`src/rtl/font_rom_arbiter_if.sv`:
```
// Client-side bundle of the font ROM arbiter: pixel read path and two background clients.
// Requests and addresses flow toward the arbiter; grants, valids and data flow back.
interface font_rom_arbiter_if;
  logic        px_req;
  logic [10:0] px_addr;
  logic        px_valid;
  logic        px_miss;
  logic [7:0]  px_data;
  logic [1:0]  bg_req;
  logic [10:0] bg_addr0;
  logic [10:0] bg_addr1;
  logic [1:0]  bg_gnt;
  logic [1:0]  bg_valid;
  logic [7:0]  bg_data;

  modport master (
    output px_req, px_addr, bg_req, bg_addr0, bg_addr1,
    input  px_valid, px_miss, px_data, bg_gnt, bg_valid, bg_data
  );

  modport slave (
    input  px_req, px_addr, bg_req, bg_addr0, bg_addr1,
    output px_valid, px_miss, px_data, bg_gnt, bg_valid, bg_data
  );
endinterface

```
`src/rtl/font_rom_arbiter.sv`:
```
// Font ROM arbiter: pixel path first, round-robin background clients, starvation pre-emption.
// One read per cycle, data 1 cycle after grant; no stalls, losing clients just retry (gnt same cycle).
module font_rom_arbiter #(
  parameter int STARVE_LIMIT = 8,
  parameter int MISS_W       = 16
) (
  input  logic              clk,
  input  logic              reset,
  font_rom_arbiter_if.slave bus,
  output logic [10:0]       rom_addr,
  input  logic [7:0]        rom_data,
  output logic [MISS_W-1:0] miss_count
);

  typedef enum logic [1:0] {TAG_NONE, TAG_PX, TAG_BG0, TAG_BG1} tag_t;

  localparam logic [7:0] LIMIT = 8'(STARVE_LIMIT);

  tag_t       win;
  tag_t       tag;
  logic       rr;
  logic [7:0] wait_cnt0;
  logic [7:0] wait_cnt1;
  logic [7:0] px_hold;
  logic [7:0] bg_hold;
  logic       starve0;
  logic       starve1;

  assign starve0 = bus.bg_req[0] && (wait_cnt0 == LIMIT);
  assign starve1 = bus.bg_req[1] && (wait_cnt1 == LIMIT);

  // Reset forces idle so grants and rom_addr drop immediately.
  always_comb begin
    win = TAG_NONE;
    if (reset)                win = TAG_NONE;
    else if (starve0 && starve1) win = rr ? TAG_BG1 : TAG_BG0;
    else if (starve0)         win = TAG_BG0;
    else if (starve1)         win = TAG_BG1;
    else if (bus.px_req)      win = TAG_PX;
    else if (&bus.bg_req)     win = rr ? TAG_BG1 : TAG_BG0;
    else if (bus.bg_req[0])   win = TAG_BG0;
    else if (bus.bg_req[1])   win = TAG_BG1;
  end

  always_comb begin
    case (win)
      TAG_PX:  rom_addr = bus.px_addr;
      TAG_BG0: rom_addr = bus.bg_addr0;
      TAG_BG1: rom_addr = bus.bg_addr1;
      default: rom_addr = 11'h000;
    endcase
  end

  assign bus.bg_gnt   = {win == TAG_BG1, win == TAG_BG0};
  assign bus.px_valid = (tag == TAG_PX);
  assign bus.bg_valid = {tag == TAG_BG1, tag == TAG_BG0};
  assign bus.px_data  = (tag == TAG_PX) ? rom_data : px_hold;
  assign bus.bg_data  = (tag == TAG_BG0 || tag == TAG_BG1) ? rom_data : bg_hold;

  always_ff @(posedge clk or posedge reset) begin
    if (reset) begin
      tag         <= TAG_NONE;
      rr          <= 1'b0;
      wait_cnt0   <= 8'd0;
      wait_cnt1   <= 8'd0;
      px_hold     <= 8'd0;
      bg_hold     <= 8'd0;
      bus.px_miss <= 1'b0;
      miss_count  <= '0;
    end else begin
      tag         <= win;
      bus.px_miss <= bus.px_req && (win != TAG_PX);

      if (bus.px_miss && (miss_count != {MISS_W{1'b1}}))
        miss_count <= miss_count + MISS_W'(1);

      // Pointer parks on the client that did not just get served.
      if (win == TAG_BG0)      rr <= 1'b1;
      else if (win == TAG_BG1) rr <= 1'b0;

      if (!bus.bg_req[0] || win == TAG_BG0) wait_cnt0 <= 8'd0;
      else if (wait_cnt0 < LIMIT)           wait_cnt0 <= wait_cnt0 + 8'd1;

      if (!bus.bg_req[1] || win == TAG_BG1) wait_cnt1 <= 8'd0;
      else if (wait_cnt1 < LIMIT)           wait_cnt1 <= wait_cnt1 + 8'd1;

      if (tag == TAG_PX)                       px_hold <= rom_data;
      if (tag == TAG_BG0 || tag == TAG_BG1)    bg_hold <= rom_data;
    end
  end

endmodule

```
`src/flat_wrapper.sv`:
```
// flat-port wrapper written by rule: the top's interface ports become plain ports
module font_rom_arbiter_flat 
#(
  parameter int STARVE_LIMIT = 8,
  parameter int MISS_W       = 16
)
  (clk, reset, rom_addr, rom_data, miss_count, bus_px_req, bus_px_addr, bus_bg_req, bus_bg_addr0, bus_bg_addr1, bus_px_valid, bus_px_miss, bus_px_data, bus_bg_gnt, bus_bg_valid, bus_bg_data);
  font_rom_arbiter_if bus_i ();
  input  logic clk;
  input  logic reset;
  output logic [10:0] rom_addr;
  input  logic [7:0] rom_data;
  output logic [MISS_W-1:0] miss_count;
  input wire logic [$bits(bus_i.px_req)-1:0] bus_px_req;
  input wire logic [$bits(bus_i.px_addr)-1:0] bus_px_addr;
  input wire logic [$bits(bus_i.bg_req)-1:0] bus_bg_req;
  input wire logic [$bits(bus_i.bg_addr0)-1:0] bus_bg_addr0;
  input wire logic [$bits(bus_i.bg_addr1)-1:0] bus_bg_addr1;
  output wire logic [$bits(bus_i.px_valid)-1:0] bus_px_valid;
  output wire logic [$bits(bus_i.px_miss)-1:0] bus_px_miss;
  output wire logic [$bits(bus_i.px_data)-1:0] bus_px_data;
  output wire logic [$bits(bus_i.bg_gnt)-1:0] bus_bg_gnt;
  output wire logic [$bits(bus_i.bg_valid)-1:0] bus_bg_valid;
  output wire logic [$bits(bus_i.bg_data)-1:0] bus_bg_data;
  assign bus_i.px_req = bus_px_req;
  assign bus_i.px_addr = bus_px_addr;
  assign bus_i.bg_req = bus_bg_req;
  assign bus_i.bg_addr0 = bus_bg_addr0;
  assign bus_i.bg_addr1 = bus_bg_addr1;
  assign bus_px_valid = bus_i.px_valid;
  assign bus_px_miss = bus_i.px_miss;
  assign bus_px_data = bus_i.px_data;
  assign bus_bg_gnt = bus_i.bg_gnt;
  assign bus_bg_valid = bus_i.bg_valid;
  assign bus_bg_data = bus_i.bg_data;
  font_rom_arbiter #(.STARVE_LIMIT(STARVE_LIMIT), .MISS_W(MISS_W)) u_core (.clk(clk), .reset(reset), .bus(bus_i), .rom_addr(rom_addr), .rom_data(rom_data), .miss_count(miss_count));
endmodule
```
`config.mk`:
```
export PLATFORM = sky130hd
export DESIGN_NAME = font_rom_arbiter_flat
export DESIGN_NICKNAME = d
export VERILOG_FILES = /design/src/rtl/font_rom_arbiter_if.sv /design/src/rtl/font_rom_arbiter.sv /design/src/flat_wrapper.sv
export SDC_FILE = /design/constraint.sdc
export NUM_CORES = 1
export LEC_CHECK = 0
export CAP_MARGIN = 30
export CORE_AREA = 2 2 76 78
export CTS_CLUSTER_DIAMETER = 30
export DETAILED_ROUTE_END_ITERATION = 16
export DIE_AREA = 0 0 78 80
export PLACE_DENSITY = 0.95
export SLEW_MARGIN = 20
export SYNTH_ARGS = -nofsm -noshare
export SYNTH_HDL_FRONTEND = slang
export SYNTH_SLANG_ARGS = --single-unit
```
`constraint.sdc`:
```
create_clock -name clk -period 7.5 [get_ports clk]
set_clock_uncertainty 0.1 [all_clocks]
set_input_delay 1.5 -clock clk [delete_from_list [all_inputs] [get_ports clk]]
set_output_delay 1.5 -clock clk [all_outputs]
set_load 0.01 [all_outputs]
```
==> impl_results.md <==
- Outcome: completed
- R2R Path End: u_core.rr$_DFFE_PP0P_
- Global-route wire length before repair: around 10000 microns
- Die Ht: ~80 microns
- IO Count: 95
- Avg WL per Cell: ~14 microns
- Initial antenna violation count: 0
- Synth Net Count: 278
- Seq/Total Area, Yosys: between 50% and 60%
- Global route overflow: 0
- Distinct cells, synth: just over 40
- Relative slew slack: about 45%
- 1st-iter DRT viols: 50
- Cell Rows: 27
- Worst R2R Start: u_core.wait_cnt1[0]$_DFFE_PP0P_
- Die area: around 0.0062 sq mm
- Fmax: 173.1 MHz
- RSZ-0062 raised after global routing: no
- Number of fill cells: roughly 450
- Buf/Inv on CP: 3
- Hold_sp: u_core.wait_cnt0[6]$_DFFE_PP0P_
- Fin Setup TNS: 0 ps
- Final Hold Vio Count: 0
- Synth Register Bits: 52
- Cells after DPL: 388
- CTS max path bufs: 2
- Largest net degree at the start of global routing: 54
- Setup slack, reg-to-reg: around 4900 ps
- Syn Area/Cell: approximately 11 sq um
- DP HPWL: 4233 microns
- CTS root buf: clkbuf_8
- Die W: slightly below 80 microns
- Worst hold-check path type: register to register
- Max incr delay on CP: 570 ps
- Worst EP required: slightly below 6000 ps
- Crit path DAT: ~4200 ps
- # diodes: 0
- FF-to-FF path depth: 7
- Synth Cell Area: 0.002530 sq mm
- Core Region: 0.005405 sq mm
- DRT antenna net count: 0
- Postcts setup bufs: 0
- Via-to-Cell Ratio: around 5.3
- Crit path cell chain: clkdlybuf4s50_1, and4b_1, a2bb2oi_1, o21ai_0, buf_2, a22oi_1, o21ai_1, clkdlybuf4s50_1
- Reg clk slew, reported paths: roughly 80 ps
- CTS-repair resized insts: 0
- Routed via count: 2105
- Slowest stage cell, crit path: clkdlybuf4s50_1
- Routability cong.: about 0.91
- CP top delay family: buffers and inverters
- Cts hold-fix bufs: 0
- Worst vdd rail ir drop: roughly 0.083 mV
- CTS HTree Levels: 2
- Initial core utilization: a little under half
- Setup violators final: 0
- Most used cell, CP: clkdlybuf4s50_1
- PortBufs: 94
- LEAKAGE: 1.545 nW
- DRC viols: 0
- Layout cell share with drive strength beyond 1: between 10% and 20%
- CP Class: input pin to output port
- Hold Crit Endpoint: u_core.wait_cnt0[6]$_DFFE_PP0P_
- Overall global routing resource usage: between 10% and 20%
- Area Overhead vs Synth: 43.22%
- Final wirelength: between 5000 and 6000 microns
- First drt pass iteration count: 4
- Cells after Synth: 227
- Worst hold slack: just under 400 ps
- Yosys warnings: 0
- Fin cells: a little under 400
- Clock Latency Late Sink: about 300 ps
- Nets@finish: 375
- Total Power: 705.9 uW
- Max_cap viols: 0
- Max FO, Critical Path: 6
- Hold Path Depth: 1
- Final Cell Area: between 0.003 and 0.004 sq mm
- Cell Pwr Density: between 150 and 200 mW/mm^2
- Startpoint types: input pin
- Dpl cell area: around 0.0035 sq mm
- CP endpoint kind: output port
- CTS tree: done
- Clock sink count: 52
- Cts bufs inserted: 5
- Number of global-route vias before repair: 2257
- Final Slew Violations: 0
- Worst-margin pin slew: just over 800 ps
- Period minus WS final: approximately 5800 ps
- Final worst path period share: between 70% and 80%
[cell usage in the layout, fill, tap and decap left out, drive strengths merged, types with 2 or more instances in the layout]
master,count
a21boi,2
a21oi,2
a22oi,11
a41oi,2
and2,10
and3,6
and4,3
buf,3
clkbuf,6
clkdlybuf4s50,94
dfrtp,52
ha,5
inv,6
mux2,18
nand2,20
nand2b,3
nand3,9
nand4,5
nor2,16
nor2b,3
o21ai,14
xnor2,12
xor2,4
[registers in the layout, summed over array words and instances, names as in the netlist]
name,count
u_core.rr,1
u_core.wait_cnt1,8
u_core.wait_cnt0,8
u_core.bus.px_miss,1
u_core.px_hold,8
u_core.bg_hold,8
u_core.tag,2
u_core.miss_count,16
[cell type report]
type | count | area [sq um] | share of cell area (%)
timing repair buffer | 97 | 960.9 | 26.52
clock inverter | 1 | 5.005 | 0.1381
multi-input combinational | 162 | 1171 | 32.32
clock buffer | 6 | 72.57 | 2.003
inverter | 6 | 22.52 | 0.6215
sequential | 52 | 1301 | 35.91
tap | 72 | 90.09 | 2.486
[cell usage after synthesis, drive strengths merged]
cell | number | share of area, %
mux2 | 18 | 8.0
or2 | 1 | 0.25
nand3 | 9 | 1.8
o221a | 1 | 0.79
clkbuf | 5 | 0.74
o31a | 1 | 0.35
a31oi | 1 | 0.25
and2 | 10 | 2.5
nor2b | 3 | 0.74
nand2b | 3 | 0.74
a22oi | 11 | 3.3
xor2 | 4 | 1.4
nor4 | 1 | 0.84
nand4b | 1 | 0.35
nand4 | 5 | 1.2
o2bb2ai | 1 | 0.35
a311oi | 1 | 1.0
nor2 | 16 | 2.4
nand2 | 20 | 3.0
a21oi | 2 | 0.40
a41oi | 2 | 0.69
a2bb2oi | 1 | 0.35
a221oi | 1 | 0.59
and4b | 1 | 0.40
buf | 2 | 0.64
mux2i | 1 | 0.40
dfrtp | 52 | 51
or4 | 1 | 0.45
and4 | 3 | 1.0
o21ba | 1 | 0.40
ha | 5 | 2.5
a21boi | 2 | 0.59
o21ai | 14 | 2.8
inv | 6 | 0.89
xnor2 | 12 | 4.2
or3 | 1 | 0.25
nor3 | 1 | 0.20
and3 | 6 | 1.5
o31ai | 1 | 0.49
[where the power goes]
part | internal [mW] | switching (mW)
logic | 0.128 | 0.0838
clock network | 0.0636 | 0.0828
registers | 0.317 | 0.0305
[cells by family (layout without fill, tap and decap cells)]
| kind of cell | after synthesis | after routing | share of synthesized area (%) |
|---|---|---|---|
| XOR/XNOR | 16 | 16 | 5.539 |
| multiplexers | 19 | 19 | 8.407 |
| buffers and inverters | 13 | 110 | 2.275 |
| AND/OR/NAND/NOR | 82 | 82 | 17.56 |
| adder cells (fa/ha/maj) | 5 | 5 | 2.473 |
| flip-flops | 52 | 52 | 51.43 |
| AO/OA/AOI/OAI | 40 | 40 | 12.31 |
[through the flow]
step           setup slack, ps  util [%]
6_report                  1724     67.04
5_1_grt                   1540     67.04
4_1_cts                   1583     66.90
3_5_place_dp              1574     65.46
3_3_place_gp              1588     65.37
2_1_floorplan             2566         -
[layer usage]
metal / share of wire, % / vias up / global-route usage (%)
li1: - / 996 / -
met1: 41 / 1016 / 21.99
met2: 51 / 84 / 35.95
met3: 6.8 / 9 / 5.995
met4: 1.4 / 0 / 5.263
met5: 0 / - / 0
[worst max path at each step]
stage,slack [ps],end,from,cells after the start
floorplan,2570,rom_addr[0],reset,5
global placement,1590,rom_addr[9],bus_bg_req[1],7
detailed placement,1570,rom_addr[9],bus_bg_req[1],7
CTS,1580,rom_addr[9],bus_bg_req[1],7
global route,1540,rom_addr[5],bus_bg_req[1],8
finish,1720,rom_addr[3],bus_bg_req[1],8
Power figures use the tool's default switching activity.
